[src/rtl/mem_acc_pkg.sv]
// Shared types and constants for the mem_acceso load/store controller and its address decoder.
package mem_acc_pkg;

  typedef enum logic [1:0] {
    IDLE = 2'd0,
    ACC  = 2'd1,
    WAIT = 2'd2,
    RESP = 2'd3
  } state_t;

  localparam logic [31:0] DEF_BASE    = 32'h1000_0000;
  localparam int          WORD_STRIDE = 4;
  localparam logic        STROBE_OFF  = 1'b1;

endpackage

[src/rtl/mem_acc_dec.sv]
// Address decoder for the memory-mapped register block: word-aligned, in-window check plus word index.
// Kept separate so any other bus master can reuse the same legality rule.
module mem_acc_dec
  import mem_acc_pkg::*;
#(
  parameter logic [31:0] BASE     = DEF_BASE,
  parameter int          NUM_REGS = 3,
  localparam int         IDX_W    = (NUM_REGS > 1) ? $clog2(NUM_REGS) : 1
) (
  input  logic [31:0]      addr,
  output logic             legal,
  output logic [IDX_W-1:0] idx
);

  logic [31:0] offset;

  // Addresses below BASE wrap to a huge offset and therefore fail the window compare.
  always_comb begin
    offset = addr - BASE;
    legal  = (addr[1:0] == 2'b00) && (offset < 32'(WORD_STRIDE * NUM_REGS));
    idx    = offset[IDX_W+1:2];
  end

endmodule

[src/rtl/mem_acceso.sv]
// Load/store access controller in front of the 3-word memory-mapped block (active-low strobes).
// Optional macro MEM_ACC_CNT_EN adds 16-bit counters of completed load/store/error responses.
module mem_acceso
  import mem_acc_pkg::*;
#(
  parameter logic [31:0] BASE     = DEF_BASE,
  parameter int          NUM_REGS = 3
) (
  input  logic        clk,
  input  logic        rst,
  input  logic        req_valid,
  output logic        req_ready,
  input  logic        req_we,
  input  logic [31:0] req_addr,
  input  logic [31:0] req_wdata,
  output logic        resp_valid,
  input  logic        resp_ready,
  output logic [31:0] resp_rdata,
  output logic        resp_err,
  output logic        Mem_rd,
  output logic        Mem_wr,
  output logic [31:0] Dir_Mem,
  output logic [31:0] Dato_Mem_in,
  input  logic [31:0] Dato_Mem_out
`ifdef MEM_ACC_CNT_EN
  ,
  output logic [15:0] cnt_rd,
  output logic [15:0] cnt_wr,
  output logic [15:0] cnt_err
`endif
);

  localparam int IDX_W = (NUM_REGS > 1) ? $clog2(NUM_REGS) : 1;

  state_t           state, state_nx;
  logic             legal;
  logic [IDX_W-1:0] unused_word_idx;
  logic             op_we;

  mem_acc_dec #(
    .BASE     (BASE),
    .NUM_REGS (NUM_REGS)
  ) u_dec (
    .addr  (req_addr),
    .legal (legal),
    .idx   (unused_word_idx)
  );

  // NOTE: sequential state uses non-blocking assignments so every register samples pre-edge values.
  always_ff @(posedge clk or posedge rst) begin
    if (rst) state <= IDLE;
    else     state <= state_nx;
  end

  // NOTE: the default assignment up front keeps this block free of inferred latches.
  always_comb begin
    state_nx = state;
    case (state)
      IDLE:    if (req_valid) state_nx = legal ? ACC : RESP;
      ACC:     state_nx = op_we ? RESP : WAIT;
      WAIT:    state_nx = RESP;
      RESP:    if (resp_ready) state_nx = IDLE;
      default: state_nx = IDLE;
    endcase
  end

  always_comb begin
    req_ready = (state == IDLE);
  end

  // Registered outputs; the async reset also pulls both strobes inactive immediately.
  always_ff @(posedge clk or posedge rst) begin
    if (rst) begin
      Mem_rd      <= STROBE_OFF;
      Mem_wr      <= STROBE_OFF;
      Dir_Mem     <= '0;
      Dato_Mem_in <= '0;
      resp_valid  <= 1'b0;
      resp_rdata  <= '0;
      resp_err    <= 1'b0;
      op_we       <= 1'b0;
    end else begin
      case (state)
        IDLE: begin
          if (req_valid) begin
            Dir_Mem     <= req_addr;
            Dato_Mem_in <= req_wdata;
            op_we       <= req_we;
            if (legal) begin
              Mem_rd <= req_we ? STROBE_OFF : ~STROBE_OFF;
              Mem_wr <= req_we ? ~STROBE_OFF : STROBE_OFF;
            end else begin
              resp_valid <= 1'b1;
              resp_err   <= 1'b1;
              resp_rdata <= '0;
            end
          end
        end
        ACC: begin
          Mem_rd <= STROBE_OFF;
          Mem_wr <= STROBE_OFF;
          if (op_we) begin
            resp_valid <= 1'b1;
            resp_err   <= 1'b0;
            resp_rdata <= '0;
          end
        end
        WAIT: begin
          resp_rdata <= Dato_Mem_out;
          resp_valid <= 1'b1;
          resp_err   <= 1'b0;
        end
        RESP: begin
          if (resp_ready) resp_valid <= 1'b0;
        end
        default: ;
      endcase
    end
  end

`ifdef MEM_ACC_CNT_EN
  logic resp_hs;

  always_comb begin
    resp_hs = (state == RESP) && resp_ready;
  end

  always_ff @(posedge clk or posedge rst) begin
    if (rst) begin
      cnt_rd  <= '0;
      cnt_wr  <= '0;
      cnt_err <= '0;
    end else if (resp_hs) begin
      if (resp_err)   cnt_err <= cnt_err + 16'd1;
      else if (op_we) cnt_wr  <= cnt_wr + 16'd1;
      else            cnt_rd  <= cnt_rd + 16'd1;
    end
  end
`endif

endmodule
[config.mk]
export PLATFORM = sky130hd
export DESIGN_NAME = mem_acceso
export DESIGN_NICKNAME = d
export VERILOG_FILES = /design/src/rtl/mem_acc_pkg.sv /design/src/rtl/mem_acc_dec.sv /design/src/rtl/mem_acceso.sv
export SDC_FILE = /design/constraint.sdc
export NUM_CORES = 1
export LEC_CHECK = 0
export ABC_AREA = 1
export BUFFER_PORTS_ARGS = -buffer_cell sky130_fd_sc_hd__buf_4
export CAP_MARGIN = 20
export CORE_MARGIN = 3
export CORE_UTILIZATION = 40
export CTS_BUF_LIST = sky130_fd_sc_hd__clkbuf_8
export CTS_CLUSTER_DIAMETER = 30
export DETAILED_ROUTE_END_ITERATION = 7
export PLACE_DENSITY_LB_ADDON = 0.12
export SYNTH_ARGS = -nofsm -noshare
export SYNTH_HDL_FRONTEND = slang
export SYNTH_HIERARCHICAL = 1
export SYNTH_SLANG_ARGS = --single-unit
export TNS_END_PERCENT = 5
[constraint.sdc]
create_clock -name clk -period 3.71 [get_ports clk]
set_clock_uncertainty 0.2 [all_clocks]
set_input_delay 0.742 -clock clk [delete_from_list [all_inputs] [get_ports clk]]
set_output_delay 0.742 -clock clk [all_outputs]
set_load 0.03 [all_outputs]
==> results of run 1 <==
==> power by group through the flow <==
stage	registers (mW)	clock network, mW	logic (mW)
final	1.84	0.840	2.99
after global routing	1.90	0.907	3.26
after CTS	1.85	0.865	3.00
after detailed placement	1.86	0	3.00
after global placement	1.84	0	2.95
after floorplan	2.67	0	1.10
==> metrics by stage <==
step	setup WS, ns	power (mW)	hold WS [ns]	utilization
3_3_place_gp	0.852	4.80	0.256	0.557
2_1_floorplan	0.0675	3.77	0.275	-
5_1_grt	0.838	6.06	0.301	0.582
3_5_place_dp	0.833	4.86	0.260	0.557
6_report	1.07	5.67	0.275	0.582
4_1_cts	1.03	5.71	0.283	0.579
==> cell type report <==
cell class	count	area (sq um)
fill	1057	4590
sequential	103	2580
multi-input combinational	389	1750
timing repair buffer	207	1590
tap	140	175
clock buffer	11	151
clock inverter	4	93.8
inverter	14	55.1
==> path summary, 6_finish.rpt <==
kind,startpoint,to,slack (ns)
max,state[1]$_DFFE_PP0P_,Dir_Mem[26]$_DFFE_PP0P_,1.07
min,rst,Dato_Mem_in[26]$_DFFE_PP0P_,0.28
max reg2reg,state[1]$_DFFE_PP0P_,Dir_Mem[26]$_DFFE_PP0P_,1.07
min reg2reg,Dir_Mem[21]$_DFFE_PP0P_,Dir_Mem[21]$_DFFE_PP0P_,0.28
max in group asynchronous,rst,Mem_wr$_DFFE_PP1P_,2.26
min in group clk,Dir_Mem[21]$_DFFE_PP0P_,Dir_Mem[21]$_DFFE_PP0P_,0.28
==> layer usage <==
metal | part of all wire | vias up | GRT usage
met4 | 0.017 | 0 | 0.0633
li1 | - | 2058 | -
met1 | 0.41 | 1982 | 0.244
met5 | 0 | - | 0
met3 | 0.067 | 14 | 0.0523
met2 | 0.50 | 135 | 0.326
==> registers in the layout, summed over array words and instances (netlist names) <==
| register | count |
|---|---|
| resp_rdata | 32 |
| op_we | 1 |
| resp_valid | 1 |
| state | 2 |
| resp_err | 1 |
| Dir_Mem | 32 |
| Mem_wr | 1 |
| Dato_Mem_in | 32 |
| Mem_rd | 1 |
==> critical path: cells and delay by family (launching register included) <==
family                   cells  cell delay, ns
buffers and inverters        3            1.10
AND/OR/NAND/NOR              3            0.57
adder cells (fa/ha/maj)      1            0.22
flip-flops                   1            0.41
==> cell usage in the layout (no fill, tap or decap) <==
cell type,count
nand3b_1,33
dfstp_2,2
buf_4,205
inv_2,2
clkbuf_8,11
inv_1,12
inv_4,1
ha_1,5
ha_2,1
nand3_1,66
buf_16,1
a21oi_4,1
nand2_2,2
nand2_1,252
bufinv_16,3
dfrtp_1,101
nor2_1,21
buf_12,1
o21ai_0,8
==> summary.txt, run 1 <==
Status
  • Outcome: completed

Pwr
  • Clock power frac: 0.148
  • Peak supply drop: 0.000463 V
  • Switch share: 0.457
  • Comb pwr share: 0.527
  • Reg power frac: 0.325
  • Leakage dissipation: 3.56 nW
  • P_sw: 2.59 mW
  • Internal: 3.08 mW
  • Power per cell area: 887 nW/um^2

STA
  • RSZ-0062 raised after global routing: false
  • Slew Limit Fails: 0
  • Slew @ Worst Pin: 0.669 ns
  • Final hold violations: 0
  • Relative slew slack: 0.554
  • Tmin final: 2.64 ns
  • FMAX: 378 MHz
  • Setup Viol. Count Final: 0
  • Setup TNS: 0 ns
  • Final period utilization: 0.713

Logic synthesis
  • Synth Instances: 539
  • Netlist Area Pre-Place: 4540 sq um
  • Syn Nets: 646
  • Synth Area per Inst: 8.42 sq um
  • Synth warnings: 6

Worst setup path
  • WP data required: 3.76 ns
  • R2R depth: 7
  • Critical Path AT: 2.69 ns
  • Slowest stage cell, crit path: buf_4
  • Crit-path max FO: 65
  • Critical path, cell by cell: inv_1, ha_2, buf_4, nand2_2, buf_4, nand2_1, nand2_1
  • Setup CP Type: reg -> reg
  • Crit-path max cell delay: 0.53 ns
  • Worst setup EP type: flop
  • Critical path launch point type: flop

Placement
  • HPWL Detailed: 8840 um
  • Placed Cells: 852
  • IO buf count: 201
  • Placer Congestion: 0.833
  • Area after DPL: 6120 sq um

Floorplanning
  • Core area: 11000 sq um
  • Die area: 12700 sq um
  • IO Count: 202
  • Die width: 113 um
  • Effective utilization at floorplan: 0.413
  • Cell Rows: 38
  • Vert. Die Dim: 113 um

CTS
  • CTS tree: done
  • Reg clk slew, reported paths: 0.09 ns
  • Post-CTS setup buffer count: 0
  • CTS max path bufs: 2
  • Worst-skew pair later-pin latency: 0.36 ns
  • Root Driver: clkbuf_8
  • CTS H-Tree Depth: 3
  • CTS Sinks: 103
  • Post-CTS sizing: 0
  • Total CTS buffers: 9
  • Number of hold buffers added after cts: 0

Detailed routing
  • Antenna viol nets, final: 0
  • DR vias: 4189
  • DRC: 0
  • Post-Route WL: 12400 um
  • Drt via density: 4.83
  • Wire per inst: 14.2 um
  • 1st-pass router iterations: 4
  • DRT iter0 DRCs: 319

Final layout
  • ANT cells: 0
  • Final std cells w/o fill: 868
  • Area Overhead vs Synth: 40.9%
  • Finished Cell Area: 6390 sq um
  • Share of cells above drive strength 1: 0.316
  • Nets: 831

Min path
  • Hold WC Path Type: in -> async

Global routing
  • GRT Resource Usage Total: 0.194
  • Vias in the first global route: 4051
  • Pin count of the biggest net entering global routing: 66
  • Total gr overflow: 0
  • Initial antenna violation count: 0
  • First-pass GRT wire length: 20100 um

Job
  • Max-Cap Viols: 0
(Power assumes the default switching activity.)
==> inputs of run 2 (changes only) <==
==> constraint.sdc (replaced) <==
create_clock -name clk -period 2.5 [get_ports clk]
set_clock_uncertainty 0.2 [all_clocks]
set_input_delay 0.5 -clock clk [delete_from_list [all_inputs] [get_ports clk]]
set_output_delay 0.5 -clock clk [all_outputs]
set_load 0.03 [all_outputs]
==> summary.txt, run 2 (same netlist as run 1, synthesis figures left out) <==
Status
  • Outcome: completed

STA
  • Final worst setup slack: 0.298 ns (-0.768 ns)
  • Slew Limit Fails: 0 (unchanged)
  • RSZ-0062 raised after global routing: false
  • Slew @ Worst Pin: 0.630 ns (-0.0388 ns)
  • FMAX: 454 MHz
  • Final hold violations: 0 (unchanged)
  • Setup TNS: 0 ns (unchanged)
  • Final period utilization: 0.881
  • Relative slew slack: 0.579 (+0.0250)
  • Setup Viol. Count Final: 0 (unchanged)
  • Tmin final: 2.20 ns

CTS
  • Total CTS buffers: 9 (unchanged)
  • Root Driver: clkbuf_8
  • Number of hold buffers added after cts: 0 (unchanged)
  • Post-CTS setup buffer count: 0 (unchanged)
  • Reg clk slew, reported paths: 0.09 ns (about the same)
  • Worst-skew pair later-pin latency: 0.36 ns (about the same)
  • Post-CTS sizing: 0 (unchanged)
  • CTS Sinks: 103 (unchanged)
  • CTS max path bufs: 2 (unchanged)
  • CTS tree: done
  • CTS H-Tree Depth: 3 (unchanged)

Global routing
  • Initial antenna violation count: 0 (unchanged)
  • Vias in the first global route: 4153 (+2.5%)
  • GRT Resource Usage Total: 0.198 (+0.00368)
  • Pin count of the biggest net entering global routing: 65 (-1.5%)
  • Total gr overflow: 0 (unchanged)
  • First-pass GRT wire length: 20400 um (+1.5%)

Worst setup path
  • Setup CP Type: reg -> out
  • Crit-path max cell delay: 0.41 ns (-0.12 ns)
  • Worst setup EP type: output pin
  • RR Startpoint: state[0]$_DFFE_PP0P_
  • Critical register-to-register path endpoint: resp_rdata[7]$_DFFE_PP0P_
  • Critical path launch point type: flop
  • Crit-path max FO: 6 (-91%)
  • Slowest stage cell, crit path: dfrtp_1
  • Critical Path AT: 1.50 ns (-1.19 ns)
  • Critical path, cell by cell: inv_1, ha_1, buf_4
  • Top Family by Delay on Critical Path: flip-flops
  • Reg2reg setup slack: 0.38 ns (-0.69 ns)
  • WP data required: 1.80 ns (-1.96 ns)
  • R2R depth: 7 (unchanged)
  • Buf/Inv on CP: 2 (-1)

Floorplanning
  • Core area: 11000 sq um (unchanged)
  • IO Count: 202 (unchanged)
  • Cell Rows: 38 (unchanged)
  • Vert. Die Dim: 113 um (unchanged)
  • Die width: 113 um (unchanged)
  • Effective utilization at floorplan: 0.413 (unchanged)
  • Die area: 12700 sq um (unchanged)

Pwr
  • Power per cell area: 1280 nW/um^2 (+45%)
  • Peak supply drop: 0.000736 V (+59%)
  • Leakage dissipation: 3.55 nW (-0.32%)

Job
  • Max-Cap Viols: 0 (unchanged)

Placement
  • HPWL Detailed: 9010 um (+1.9%)
  • IO buf count: 201 (unchanged)
  • Place WS: 0.331 ns (-0.502 ns)
  • Placer Congestion: 0.792 (-4.9%)
  • Placed Cells: 857 (+0.59%)

Final layout
  • Share of cells above drive strength 1: 0.320 (+0.00374)
  • Fillers: 1041 (-1.5%)
  • Most frequent cells in the layout: nand2_1, buf_4, dfrtp_1
  • ANT cells: 0 (unchanged)
  • Nets: 835 (+0.48%)
  • Top Registers: Dato_Mem_in (32), Dir_Mem (32), resp_rdata (32)
  • Area Overhead vs Synth: 40.4%
  • Area of the multi-input gates: 1750 sq um (unchanged)
  • Most common cell after layout, fill and taps aside: nand2_1
  • Final std cells w/o fill: 872 (+0.46%)
  • Seq. cell area: 2580 sq um (unchanged)

Detailed routing
  • Post-Route WL: 12500 um (+0.94%)
  • DRT iter0 DRCs: 290 (-9.1%)
  • DRC: 0 (unchanged)
  • Antenna viol nets, final: 0 (unchanged)
  • 1st-pass router iterations: 5 (+1)
  • Drt via density: 4.81 (-0.27%)
  • DR vias: 4197 (+0.19%)
  • Wire per inst: 14.3 um (+0.48%)

Min path
  • Hold WC Path Type: in -> async
==> run 2: final cells by class <==
class / instances / area share
clock buffers: 10 / 0.0216
clock inverters: 5 / 0.00412
inverters: 14 / 0.00884
multi-input cells: 389 / 0.275
flip-flops and latches: 103 / 0.405
well taps: 140 / 0.0275
repair buffers: 211 / 0.258
==> run 2: worst max path at each step <==
stage                               startpoint                    endpoint  slack [ns]  cells past startpoint
after floorplan                            rst  Dato_Mem_in[0]$_DFFE_PP0P_        0.57                      1
after global placement            req_addr[31]  resp_rdata[22]$_DFFE_PP0P_        0.35                     12
after detailed placement          req_addr[31]   resp_rdata[9]$_DFFE_PP0P_        0.33                     13
after CTS                 state[1]$_DFFE_PP0P_                   req_ready        0.27                      3
after global routing      state[1]$_DFFE_PP0P_                   req_ready        0.19                      3
final                     state[1]$_DFFE_PP0P_                   req_ready        0.30                      3
==> run 2: metal layers <==
metal,GRT usage,up-vias,routed length [um]
li1,-,2071,-
met3,0.0588,18,989
met5,0,-,0
met4,0.0681,0,263
met2,0.317,144,6020
met1,0.257,1964,5200
==> run 2: power by group <==
group	internal (mW)	switching [mW]
clock	0.376	0.553
combinational	1.59	2.92
sequential	2.35	0.390
total	4.31	3.86
==> run 2: through the flow <==
step | power [mW] | util | hold slack [ns] | instance area, sq um
floorplan | 5.60 | - | 0.275 | 4540
global placement | 7.25 | 0.565 | 0.255 | 6210
detailed placement | 7.33 | 0.565 | 0.260 | 6210
CTS | 8.28 | 0.580 | 0.0168 | 6370
global route | 8.77 | 0.580 | 0.0405 | 6370
finish | 8.18 | 0.580 | 0.0121 | 6370
